--- config.mk ---
export PLATFORM = sky130hd
export DESIGN_NAME = servo_ramp_cmd
export DESIGN_NICKNAME = d
export VERILOG_FILES = /design/src/rtl/servo_ramp_cmd.sv
export SDC_FILE = /design/constraint.sdc
export NUM_CORES = 1
export LEC_CHECK = 0
export ABC_AREA = 0
export CAP_MARGIN = 10
export CELL_PAD_IN_SITES_DETAIL_PLACEMENT = 1
export CELL_PAD_IN_SITES_GLOBAL_PLACEMENT = 1
export CORE_ASPECT_RATIO = 0.8
export CORE_MARGIN = 4
export CORE_UTILIZATION = 48
export CTS_BUF_LIST = sky130_fd_sc_hd__clkbuf_16
export CTS_CLUSTER_DIAMETER = 60
export DETAILED_ROUTE_END_ITERATION = 6
export PLACE_DENSITY_LB_ADDON = 0.25
export RECOVER_POWER = 50
export REMOVE_ABC_BUFFERS = 1
export SLEW_MARGIN = 30
export SYNTH_ARGS = -nofsm -noshare
export SYNTH_HDL_FRONTEND = slang
export SYNTH_SLANG_ARGS = --single-unit
export TNS_END_PERCENT = 30
--- constraint.sdc ---
create_clock -name clk -period 8.8 [get_ports clk]
set_clock_uncertainty 0.15 [all_clocks]
set_input_delay 1.76 -clock clk [delete_from_list [all_inputs] [get_ports clk]]
set_output_delay 1.76 -clock clk [all_outputs]
set_load 0.02 [all_outputs]
--- src/rtl/servo_ramp_cmd.sv ---
// Servo command stage: clamps targets, slews pulse_ticks by <= STEP_TICKS per frame, reports done after settling.
// Width updates land on frame_end (visible from next frame_start); cmd_ready is high only while IDLE, so commands are never queued.
module servo_ramp_cmd #(
  parameter int FRAME_TICKS   = 1000,
  parameter int MIN_TICKS     = 25,
  parameter int MAX_TICKS     = 125,
  parameter int INIT_TICKS    = 35,
  parameter int STEP_TICKS    = 2,
  parameter int SETTLE_FRAMES = 10
) (
  input  logic        clk,
  input  logic        rst,
  input  logic        cmd_valid,
  output logic        cmd_ready,
  input  logic [15:0] cmd_ticks,
  input  logic        enable,
  output logic [15:0] pulse_ticks,
  output logic        frame_start,
  output logic        busy,
  output logic        done,
  output logic        clamped
);

  localparam int CW = (FRAME_TICKS > 1) ? $clog2(FRAME_TICKS) : 1;
  localparam int SW = $clog2(SETTLE_FRAMES + 1);

  localparam logic [15:0]   MIN_W  = 16'(MIN_TICKS);
  localparam logic [15:0]   MAX_W  = 16'(MAX_TICKS);
  localparam logic [15:0]   INIT_W = 16'(INIT_TICKS);
  localparam logic [15:0]   STEP_W = 16'(STEP_TICKS);
  localparam logic [CW-1:0] LAST_F = CW'(FRAME_TICKS - 1);
  localparam logic [SW-1:0] SET_N  = SW'(SETTLE_FRAMES);

  typedef enum logic [1:0] {IDLE, RAMP, SETTLE} state_t;

  state_t        state;
  logic [CW-1:0] frame_cnt;
  logic [15:0]   target;
  logic [SW-1:0] settle_cnt;
  logic [SW-1:0] settle_nxt;
  logic          frame_end;
  logic          accept;
  logic          too_low;
  logic          too_high;
  logic [15:0]   clamp_val;
  logic [15:0]   next_pulse;

  always_ff @(posedge clk or posedge rst) begin
    if (rst) begin
      frame_cnt <= '0;
    end else if (frame_end) begin
      frame_cnt <= '0;
    end else begin
      frame_cnt <= frame_cnt + CW'(1);
    end
  end

  assign frame_start = (frame_cnt == '0);
  assign frame_end   = (frame_cnt == LAST_F);
  assign accept      = cmd_valid && cmd_ready;
  assign too_low     = (cmd_ticks < MIN_W);
  assign too_high    = (cmd_ticks > MAX_W);
  assign settle_nxt  = settle_cnt + SW'(1);

  always_comb begin
    clamp_val = cmd_ticks;
    if (too_low) begin
      clamp_val = MIN_W;
    end else if (too_high) begin
      clamp_val = MAX_W;
    end
  end

  // Compare before subtracting so the distance never wraps; the last step may be shorter than STEP_W.
  always_comb begin
    next_pulse = pulse_ticks;
    if (target > pulse_ticks) begin
      if ((target - pulse_ticks) > STEP_W) begin
        next_pulse = pulse_ticks + STEP_W;
      end else begin
        next_pulse = target;
      end
    end else if (target < pulse_ticks) begin
      if ((pulse_ticks - target) > STEP_W) begin
        next_pulse = pulse_ticks - STEP_W;
      end else begin
        next_pulse = target;
      end
    end
  end

  always_ff @(posedge clk or posedge rst) begin
    if (rst) begin
      state       <= IDLE;
      pulse_ticks <= INIT_W;
      target      <= INIT_W;
      cmd_ready   <= 1'b1;
      busy        <= 1'b0;
      done        <= 1'b0;
      clamped     <= 1'b0;
      settle_cnt  <= '0;
    end else begin
      done    <= 1'b0;
      clamped <= 1'b0;
      case (state)
        IDLE: begin
          if (accept) begin
            target    <= clamp_val;
            clamped   <= too_low || too_high;
            state     <= RAMP;
            cmd_ready <= 1'b0;
            busy      <= 1'b1;
          end
        end
        RAMP: begin
          if (frame_end && enable) begin
            // Arrival is confirmed one frame after the final step, never on the step itself.
            if (pulse_ticks == target) begin
              state      <= SETTLE;
              settle_cnt <= '0;
            end else begin
              pulse_ticks <= next_pulse;
            end
          end
        end
        SETTLE: begin
          if (frame_end && enable) begin
            if (settle_nxt == SET_N) begin
              settle_cnt <= '0;
              done       <= 1'b1;
              state      <= IDLE;
              cmd_ready  <= 1'b1;
              busy       <= 1'b0;
            end else begin
              settle_cnt <= settle_nxt;
            end
          end
        end
        default: begin
          state     <= IDLE;
          cmd_ready <= 1'b1;
          busy      <= 1'b0;
        end
      endcase
    end
  end

endmodule

; ---- After elaboration in Yosys (flattened, before gate mapping)
; Cells that the tools add are included.
[word_totals]
reg_bits = 52
input_bits = 20
output_inout_bits = 21
elab_cells = 76
[op_classes]
addsub = 6
magnitude_cmp = 6
eq_ne = 10
n_mux = 31
bitwise_logic = 2
n_reduce_logical = 12
[ops]
columns = op, n
row1 = 16-bit 2-to-1 mux, 6
row2 = "16-bit by 2-bit > comparator with 1-bit output, second input constant", 2
row3 = 16-bit subtractor, 2
row4 = "16-bit by 2-bit adder with 16-bit output, second input constant", 1
row5 = 16-bit == test, 1
row6 = 16-bit > comparator, 1
row7 = "16-bit by 7-bit > comparator with 1-bit output, second input constant", 1
row8 = 16-bit less-than comparator, 1
row9 = "16-bit by 5-bit less-than comparator with 1-bit output, second input constant", 1
row10 = 4-bit 2-to-1 mux, 4
row11 = "16-bit by 2-bit subtractor with 16-bit output, second input constant", 1
row12 = 4-bit AND reduction, 3
row13 = 1-bit 2-to-1 mux, 11
row14 = "10-bit by 1-bit adder with 10-bit output, second input constant", 1
row15 = "10-bit == test, second input constant", 1
row16 = 10-bit logical NOT, 1
row17 = 10-bit 2-to-1 mux, 1
row18 = 2-bit 2-to-1 mux, 5
row19 = "2-bit != test, second input constant", 5
row20 = 4-bit one-hot mux with 2 select lines, 1
row21 = 1-bit one-hot mux with 3 select lines, 2
row22 = 2-bit one-hot mux with 3 select lines, 1
row23 = 5-bit AND reduction, 1
row24 = "4-bit by 1-bit adder with 4-bit output, second input constant", 1
row25 = other kinds (9), 12

; ---- Depth between registers and ports, before layout
; Gate-level depths: netlist of run 1.
[depth]
word_depth = 5
ltp_mapped = 16
mapped_depth_nobuf = 14

; ---- Worst setup path after synthesis of run 1
; OpenSTA, ideal clock, no wires.
[synth_timing]
path_kind = flip-flop to flip-flop
start = reg pulse_ticks[5]
end = reg pulse_ticks[6]
setup_time_ns = 0.129
t_arrival_ns = 3.366
required_ns = 8.521
setup_slack_ns = 5.155
path_stages_with_launch = 17
path_buffers = 4
synth_period_minus_slack_ns = 3.645
path_cell_list = dfstp_2 -> clkbuf_1 -> inv_1 -> ha_1 -> buf_4 -> nand2_1 -> o31ai_1 -> a21o_1 -> xnor2_1 -> nand3_1 -> nor4_1 -> a41o_1 -> buf_4 -> buf_4 -> o21ai_0 -> a211oi_1 -> o21ai_1
[synth_via]
elab_chain_cells = 5
elab_cells_between_ends = 16
classes_between = add/sub: 4 / order compare: 4 / eq/ne: 1 / mux: 4 / bitwise: 1 / reduce/logical: 2
[synth_rtl]
columns = element, line_no
row1 = start: declaration, 17  ; output logic [15:0] pulse_ticks,
row2 = start signal: assignment, 122  ; pulse_ticks <= next_pulse;
row3 = 16-bit subtractor, 84  ; if ((pulse_ticks - target) > STEP_W) begin
row4 = 16-bit by 2-bit > comparator with 1-bit output, 84
row5 = 16-bit 2-to-1 mux, 84
row6 = 16-bit 2-to-1 mux, 83  ; end else if (target < pulse_ticks) begin
row7 = 16-bit 2-to-1 mux, 77  ; if (target > pulse_ticks) begin
; Parallel ways exist; a longest one is shown, timed or not. The select of a mux whose other input is x is not followed.
; A chain may end at the register's enable or synchronous reset.

==> results of run 1 <==
[power by group]
| part | internal [W] | switching (W) | total (W) | leakage, nW |
|---|---|---|---|---|
| clock | 0.000106 | 0.0000973 | 0.000203 | 0.0660 |
| sequential | 0.000243 | 0.00000362 | 0.000247 | 0.630 |
| combinational | 0.0000363 | 0.0000592 | 0.0000955 | 1.44 |
| total | 0.000386 | 0.000160 | 0.000546 | 2.13 |
[critical path, cell delays in order]
cell and delay (ps):
sky130_fd_sc_hd__dlygate4sd3_1 540, sky130_fd_sc_hd__clkinv_1 50, sky130_fd_sc_hd__clkbuf_1 2040
[final timing paths]
kind | startpoint | endpoint | slack, ps
min in group asynchronous | rst | frame_cnt[7] | 2840
max in group clk | pulse_ticks[11] | pulse_ticks[4] | 4120
min | frame_cnt[0] | frame_cnt[0] | 340
max | rst | target[8] | 4020
max reg2reg | pulse_ticks[11] | pulse_ticks[4] | 4120
min reg2reg | frame_cnt[0] | frame_cnt[0] | 340
[kinds of logic after synthesis]
family | Yosys count
compound gates | 164
xor+xnor | 33
fa+ha+maj | 39
buf+inv | 80
flops | 52
mux | 3
simple gates | 215
[state kept, by name, summed over array words and instances, names as in the netlist]
register	count
settle_cnt	4
state	2
cmd_ready	1
frame_cnt	10
clamped	1
done	1
pulse_ticks	16
target	16
busy	1
[final cells by class]
cell class              instances  area [µm²]  share of cell area, %
clock buffers                   5       125.1                  2.367
repair buffers                 44       426.7                  8.073
flip-flops and latches         52        1310                  24.79
multi-input cells             454        3055                  57.81
inverters                      52       195.2                  3.693
well taps                     119       148.9                  2.817
clock inverters                 3       23.77                 0.4498
[layer usage]
metal / vias to the layer above / track usage, % / share of wire [%]
met5: - / 0 / 0
met2: 155 / 42.88 / 46
met1: 2313 / 38.50 / 47
met4: 0 / 7.124 / 1.5
li1: 2160 / - / -
met3: 21 / 3.448 / 5.1
[stage by stage]
stage	util (%)	instance area (µm²)	setup WS, ps
6_report	55.00	5285	4022
2_1_floorplan	-	4559	4834
3_5_place_dp	53.48	5139	4074
4_1_cts	55.03	5288	4027
3_3_place_gp	53.48	5139	4287
5_1_grt	55.00	5285	3395
[cells in the mapped netlist, drive strengths merged (3+ instances only)]
cell type  instances
nor2              59
inv               52
dfrtp             45
o21ai             45
a21oi             37
ha                37
nand2             34
nand3             25
nor3              22
xnor2             21
buf               17
nand4             14
a211oi            13
xor2              12
clkbuf            11
nand2b            10
nor4              10
or3                9
dfstp              7
o21a               7
a211o              6
nor2b              6
or2                6
and3               5
nor3b              5
o221ai             5
o22ai              5
a21o               4
o2111ai            4
o31ai              4
o32ai              4
a31oi              3
mux2i              3
o211ai             3
o311ai             3
o41ai              3
or4                3
[cells in the final DEF, fill, tap and decap left out, types with 5 or more instances in the layout]
| cell | n |
|---|---|
| sky130_fd_sc_hd__nor4_1 | 10 |
| sky130_fd_sc_hd__o21ai_1 | 5 |
| sky130_fd_sc_hd__o21ai_0 | 40 |
| sky130_fd_sc_hd__nor3_1 | 22 |
| sky130_fd_sc_hd__xor2_1 | 12 |
| sky130_fd_sc_hd__o22ai_1 | 5 |
| sky130_fd_sc_hd__nand4_1 | 13 |
| sky130_fd_sc_hd__nor2b_1 | 6 |
| sky130_fd_sc_hd__nand2b_1 | 10 |
| sky130_fd_sc_hd__clkbuf_16 | 5 |
| sky130_fd_sc_hd__nand2_1 | 34 |
| sky130_fd_sc_hd__a211o_1 | 6 |
| sky130_fd_sc_hd__dfrtp_1 | 45 |
| sky130_fd_sc_hd__or3_1 | 9 |
| sky130_fd_sc_hd__nor3b_1 | 5 |
| sky130_fd_sc_hd__and3_1 | 5 |
| sky130_fd_sc_hd__ha_1 | 37 |
| sky130_fd_sc_hd__xnor2_1 | 21 |
| sky130_fd_sc_hd__nor2_1 | 58 |
| sky130_fd_sc_hd__nand3_1 | 24 |
| sky130_fd_sc_hd__o21a_1 | 7 |
| sky130_fd_sc_hd__a21oi_1 | 36 |
| sky130_fd_sc_hd__or2_2 | 5 |
| sky130_fd_sc_hd__a211oi_1 | 12 |
| sky130_fd_sc_hd__clkdlybuf4s50_1 | 39 |
| sky130_fd_sc_hd__inv_1 | 51 |
| sky130_fd_sc_hd__dfstp_2 | 7 |
==> run summary, run 1 <==
The Yosys step of the flow raised 0 warnings. The ratio of cells with drive above 1 in the final layout was 5.902%; the HPWL after detailed placement was 11.50 mm. The count of final hold-check violations is 0, and the number of placed I/O pins is 41.

The run finished, with violations left. Summing the areas of all xor and xnor instances in the mapped netlist gives 6.129% of the synthesized area. For this run, asynchronously set or reset flops after synthesis account for 100.0%. For the number of rows created at floorplan, the log shows 32.

The reported leakage power was 2.132 nW; the gate count after technology mapping was 586. The final reports fail on max-capacitance violations, max-slew violations. The pre-antenna-repair detailed-routing pass consisted of 5 iterations. The largest vdd supply drop is 0.00007051 V, and the slew of the pin with the lowest slew margin is 2894 ps. For the buffer count from post-CTS setup fixing, the log shows 0. The area enclosed by the die boundary is 0.01148 mm², and the shortest period the worst path allows is 4778 ps.

After synthesis, the mean cell area works out to 8.047 µm². The tree is rooted in a sky130_fd_sc_hd__clkbuf_16. Measured against the total synthesized area, the mux share comes to 0.6368%. Timing would allow up to 0.2093 GHz. Including well taps, the total number of placed cells is 721. Setup repair after global routing left no endpoint under its margin. Synthesis inferred 52 register bits. For the max-cap violation count, the log shows 1. Routability-driven placement finished with a final weighted congestion of 0.9010. Among all flip-flop cells after synthesis, the most frequent one is sky130_fd_sc_hd__dfrtp_1. The path type of the worst setup path is in2async. For the setup TNS, the log shows 0 ps. Largest net degree at the start of global routing: 53. The number of gates resized after CTS was 0. After filler insertion, the fill cell instance count of the layout stands at 1202. At the worst endpoint, the arrival time is 4410 ps. The final critical path takes up 54.30% of the cycle. The run gives 15.28 mm as the total length of routed wires. At the end of the flow, the number of nets in the layout was 668.

The tools report the initial core utilization as 49.08%. STA classifies the critical path startpoint as an input pin. The count of inserted antenna diode cells was 0; the hold buffer count at cts was 0. Yosys mapped a number of flops with a built-in enable equal to 0. The total overflow left after global routing is 0. The total power density per cell area was 103.3 mW/mm².

The number of levels in the clock H-tree was 2; the average via count per standard cell was 6.377. The synthesized netlist contains 70 unique library cells. The maximum net fanout on the critical path came out at 52. The average wire per cell in the routed design came out at 20.95 µm. The register area share after synthesis was 27.78%; the worst hold slack across all endpoints was 344.6 ps. The worst path required time was 8430 ps.

The global-route wire length before repair was 25.23 mm; the post-synthesis compound-gate area fraction was 23.88%. The adder-cell share of the synthesized area was 10.67%; the total power draw was 0.0005461 W. Dominant cell type by area after synthesis: sky130_fd_sc_hd__dfrtp_1. In this run the vertical extent of the chip is 96.66 µm. In this run the tightest slew margin relative to its limit is -92.93%. The run gives 0 as the number of antenna violations at the first check in global routing.

The tightest min-delay check is of the reg2reg type. The initial DRC count was 293. The clock passes through at most 2 buffers.

X dimension of the die: 118.8 µm. For this run, design rule violations remaining after detail routing come to 0. For the via count of the first global-routing pass, the log shows 4767. The global-route total usage across every layer is 26.87%, and the logic depth of the worst register-to-register path is 13.

The synthesized netlist devotes 23.45% of its cell area to simple gates. For the worst-skew pair, the clock arrives at the later sink with an insertion delay of 310 ps. In this run the remaining antenna-violating nets after routing total 0.

CTS saw 52 sinks. The synthesized netlist occupies a cell area of 0.004716 mm². The routed layout has 4649 vias. Setup violations remaining at the end of the flow were counted as 0. The placeable core region came out at 0.009609 mm². The clock slew at the register clock pins of the worst setup and hold paths came out at 70 ps.

The count of input and output buffers is 40. Once layout is complete, the cells apart from fillers number 729. The endpoint kind of the worst setup timing path is an async pin. The combinational family with the most area after synthesis is compound AO/OA/AOI/OAI gates. The count of final max-slew check failures was 53.

TritonCTS built the clock tree. The hold-critical path depth was 1; the synthesis-to-finish area growth was 12.07%. After synthesis, the largest area contributor takes up 23.88% of total cell area. The tools report the number of buffers created by CTS as 5. After synthesis, the cell types taking the most area are sky130_fd_sc_hd__dfrtp_1 (24%), sky130_fd_sc_hd__ha_1 (9.8%), sky130_fd_sc_hd__nor2_1 (4.6%).
Power figures use the tool's default switching activity.
==> run 2: changes to the inputs <==
CORE_UTILIZATION = 40   (was 48)
clock period = 4.1 ns   (was 8.8 ns; I/O delays follow)
==> run summary, run 2 (synthesis gave the netlist of run 1 again) <==
The run finished, with violations left. The checks that failed: max-capacitance violations, max-slew violations. The placeable core region came out at 0.01152 mm² (+20%). The total placed instance area is 0.005373 mm² (+4.6%). For the hold buffer count at cts, the log shows 0 (unchanged). TritonCTS built the clock tree. The smallest clock period supported by the final layout is computed as 3882 ps. The global-route wire length before repair was 26.10 mm (+3.4%); the buffer count from post-CTS setup fixing was 0 (unchanged).

Leaving out fill and tap cells, the most frequent cell in the layout is sky130_fd_sc_hd__nor2_1. The count of final max-slew check failures is 36 (-32%). The maximum clock path buffer count is 2 (unchanged), and the number of sinks on the clock net is 52 (unchanged). The clock slew at the register clock pins of the worst setup and hold paths came out at 70 ps (about the same). Type of the tightest min-delay check: reg2reg.

The initial core utilization was 40.95% (-8.1 points); the count of nets left with antenna violations after detail routing was 0 (unchanged). Global-route total usage across every layer: 23.79% (-3.1 points). The critical path data arrival time is 3910 ps (-500 ps), and the final instance area is 0.005574 mm² (+5.5%).

Relative to the synthesized area, the layout overhead comes to 18.20%. The total overflow reported by the global router came out at 0 (unchanged). The average via count per standard cell works out to 6.013 (-5.7%). The number of nets in the layout was 691 (+3.4%). The cell at the root of the clock tree was sky130_fd_sc_hd__clkbuf_16.

The final standard cell utilization of the core is 48.40% (-6.6 points). The worst hold slack across all endpoints was 345.7 ps (+1.043 ps); the maximum net fanout on the critical path was 28 (-46%). In this run the worst setup path begins at pulse_ticks[5]. The logs give 36 (-32%) for the largest net degree at the start of global routing and 4130 ps (-4300 ps) for the worst path required time. For the number of antenna violations at the first check in global routing, the log shows 0 (unchanged). The clock latency of the later-clocked register in the worst-skew pair was 300 ps (about the same); the slew of the pin with the lowest slew margin was 2036 ps (-857.6 ps). For the final setup violation count, the log shows 0 (unchanged). Number of filler instances in the final layout: 1411 (+17%). Leaving out fill and tap cells, the most frequent cells in the layout are sky130_fd_sc_hd__nor2_1 (58), sky130_fd_sc_hd__inv_1 (52), sky130_fd_sc_hd__dfrtp_1 (45). The y dimension of the die works out to 105.1 µm (+8.8%). STA classifies the critical path startpoint as a flop. The path type of the worst setup path was reg2reg. The final period utilization is 94.69%, and the number of rows created at floorplan is 35 (+9.4%).

The ratio of cells with drive above 1 in the final layout is 10.11% (+4.2 points). The logic depth of the worst register-to-register path was 13 (unchanged). The routability congestion estimate came out at 0.9113 (+1.1%).

In this run the critical register-to-register path is captured at pulse_ticks[3]. The logs give 0 (unchanged) for the count of inserted antenna diode cells and 0.003095 mm² (+1.3%) for the combined area of the multi-input logic cells. The logs give 0.0002074 V (+190%) for the largest vdd supply drop and 217.8 ps (-3804 ps) for the post-layout worst setup margin.

The run gives 12.42 mm (+7.9%) as the HPWL after detailed placement. The detailed-route DRC error count is 0 (unchanged), and the first-pass iteration count of the detailed router is 4 (-1). The logs give 0 (unchanged) for the count of final hold-check violations and 0.001310 mm² (unchanged) for the sequential cell area in the final layout. The worst-case headroom to the max-slew limit was -35.76% (+57 points).

The tools report the number of gates given a new drive strength after cts as 0 (unchanged). For the achievable frequency, the log shows 0.2576 GHz. The count of input and output buffers is 40 (unchanged). The total power draw is 0.001246 W (+130%), and the reported leakage power is 2.272 nW (+6.6%). Number of buffers created by CTS: 5 (unchanged). The total vias in the final route was 4696 (+1.0%). The startpoint of the most critical register-to-register path was pulse_ticks[5]. For the max-cap violation count, the log shows 1 (unchanged). The tools report the initial DRC count as 349 (+19%). Endpoint kind of the worst setup timing path: a flop. Area enclosed by the die boundary: 0.01360 mm² (+18%).

For the setup slack of the worst register-to-register path, the log shows 220 ps (-3900 ps). The logs give 105.6 ps (-3969 ps) for the post-placement worst setup slack and 4814 (+0.99%) for the via count of the first global-routing pass. The x dimension of the die works out to 129.4 µm (+8.9%). The total length of routed wires was 15.90 mm (+4.1%); the total power density per cell area was 223.5 mW/mm² (+120%). In the final layout, the registers with the most flip-flops are pulse_ticks x16, target x16, frame_cnt x10.

Following the worst setup path forward leads to its endpoint at pulse_ticks[3]. Number of placed I/O pins: 41 (unchanged). The number of levels in the clock H-tree was 2 (unchanged); the average wire per cell in the routed design was 20.35 µm (-2.9%).
run 2: cell count changes in the layout (fill, tap and decap cells not counted), sizes merged:
| cell | change |
|---|---|
| bufinv | +1 |
| clkinv | -1 |
| clkbuf | +1 |
| clkinvlp | -1 |
| buf | +22 |
| inv | +1 |
run 2: area by class of cell:
| cell class | count | share of cell area, % |
|---|---|---|
| clock inverter | 3 | 0.7632 |
| multi-input combinational | 454 | 55.53 |
| clock buffer | 5 | 2.245 |
| timing repair buffer | 67 | 11.13 |
| sequential | 52 | 23.50 |
| inverter | 52 | 3.502 |
| tap | 148 | 3.322 |
run 2: through the flow:
step / cells / setup TNS (ps)
2_1_floorplan: 558 / 0
3_3_place_gp: 773 / 0
3_5_place_dp: 773 / 0
4_1_cts: 781 / 0
5_1_grt: 781 / -2.286
6_report: 781 / 0
run 2: worst min-delay path by stage:
stage,startpoint,end,slack [ps],cells past startpoint
5_1_grt,cmd_ready,cmd_ready,370,2
3_3_place_gp,frame_cnt[0],frame_cnt[0],320,1
4_1_cts,cmd_ready,cmd_ready,350,2
3_5_place_dp,cmd_ready,cmd_ready,330,2
6_report,cmd_ready,cmd_ready,350,2
2_1_floorplan,frame_cnt[0],frame_cnt[0],300,1
run 2: critical path, stage by stage, from the launching register on:
cell                      delay [ps]
sky130_fd_sc_hd__dfstp_2         630
sky130_fd_sc_hd__inv_1           110
sky130_fd_sc_hd__ha_2            440
sky130_fd_sc_hd__nand2_1         180
sky130_fd_sc_hd__o31ai_2         350
sky130_fd_sc_hd__a21o_1          280
sky130_fd_sc_hd__xnor2_1         170
sky130_fd_sc_hd__nand3_1         110
sky130_fd_sc_hd__nor4_2          280
sky130_fd_sc_hd__a41o_1          260
sky130_fd_sc_hd__buf_12          190
sky130_fd_sc_hd__nor4_1           70
sky130_fd_sc_hd__a211o_1         300
sky130_fd_sc_hd__a211o_1         230
run 2: report_power, final:
part / internal [W] / switching, W / leakage (nW)
Sequential: 0.000523 / 0.00000791 / 0.630
Combinational: 0.0000900 / 0.000135 / 1.56
Clock: 0.000287 / 0.000203 / 0.0798
Total: 0.000900 / 0.000346 / 2.27
run 2: per-layer routing:
layer | part of all wire, % | GRT usage (%) | routed length (µm) | vias up
li1 | - | - | - | 2210
met1 | 48 | 34.77 | 7681 | 2351
met2 | 46 | 36.80 | 7234 | 123
met3 | 5.5 | 5.212 | 881 | 12
met4 | 0.62 | 3.073 | 98 | 0
met5 | 0 | 0 | 0 | -
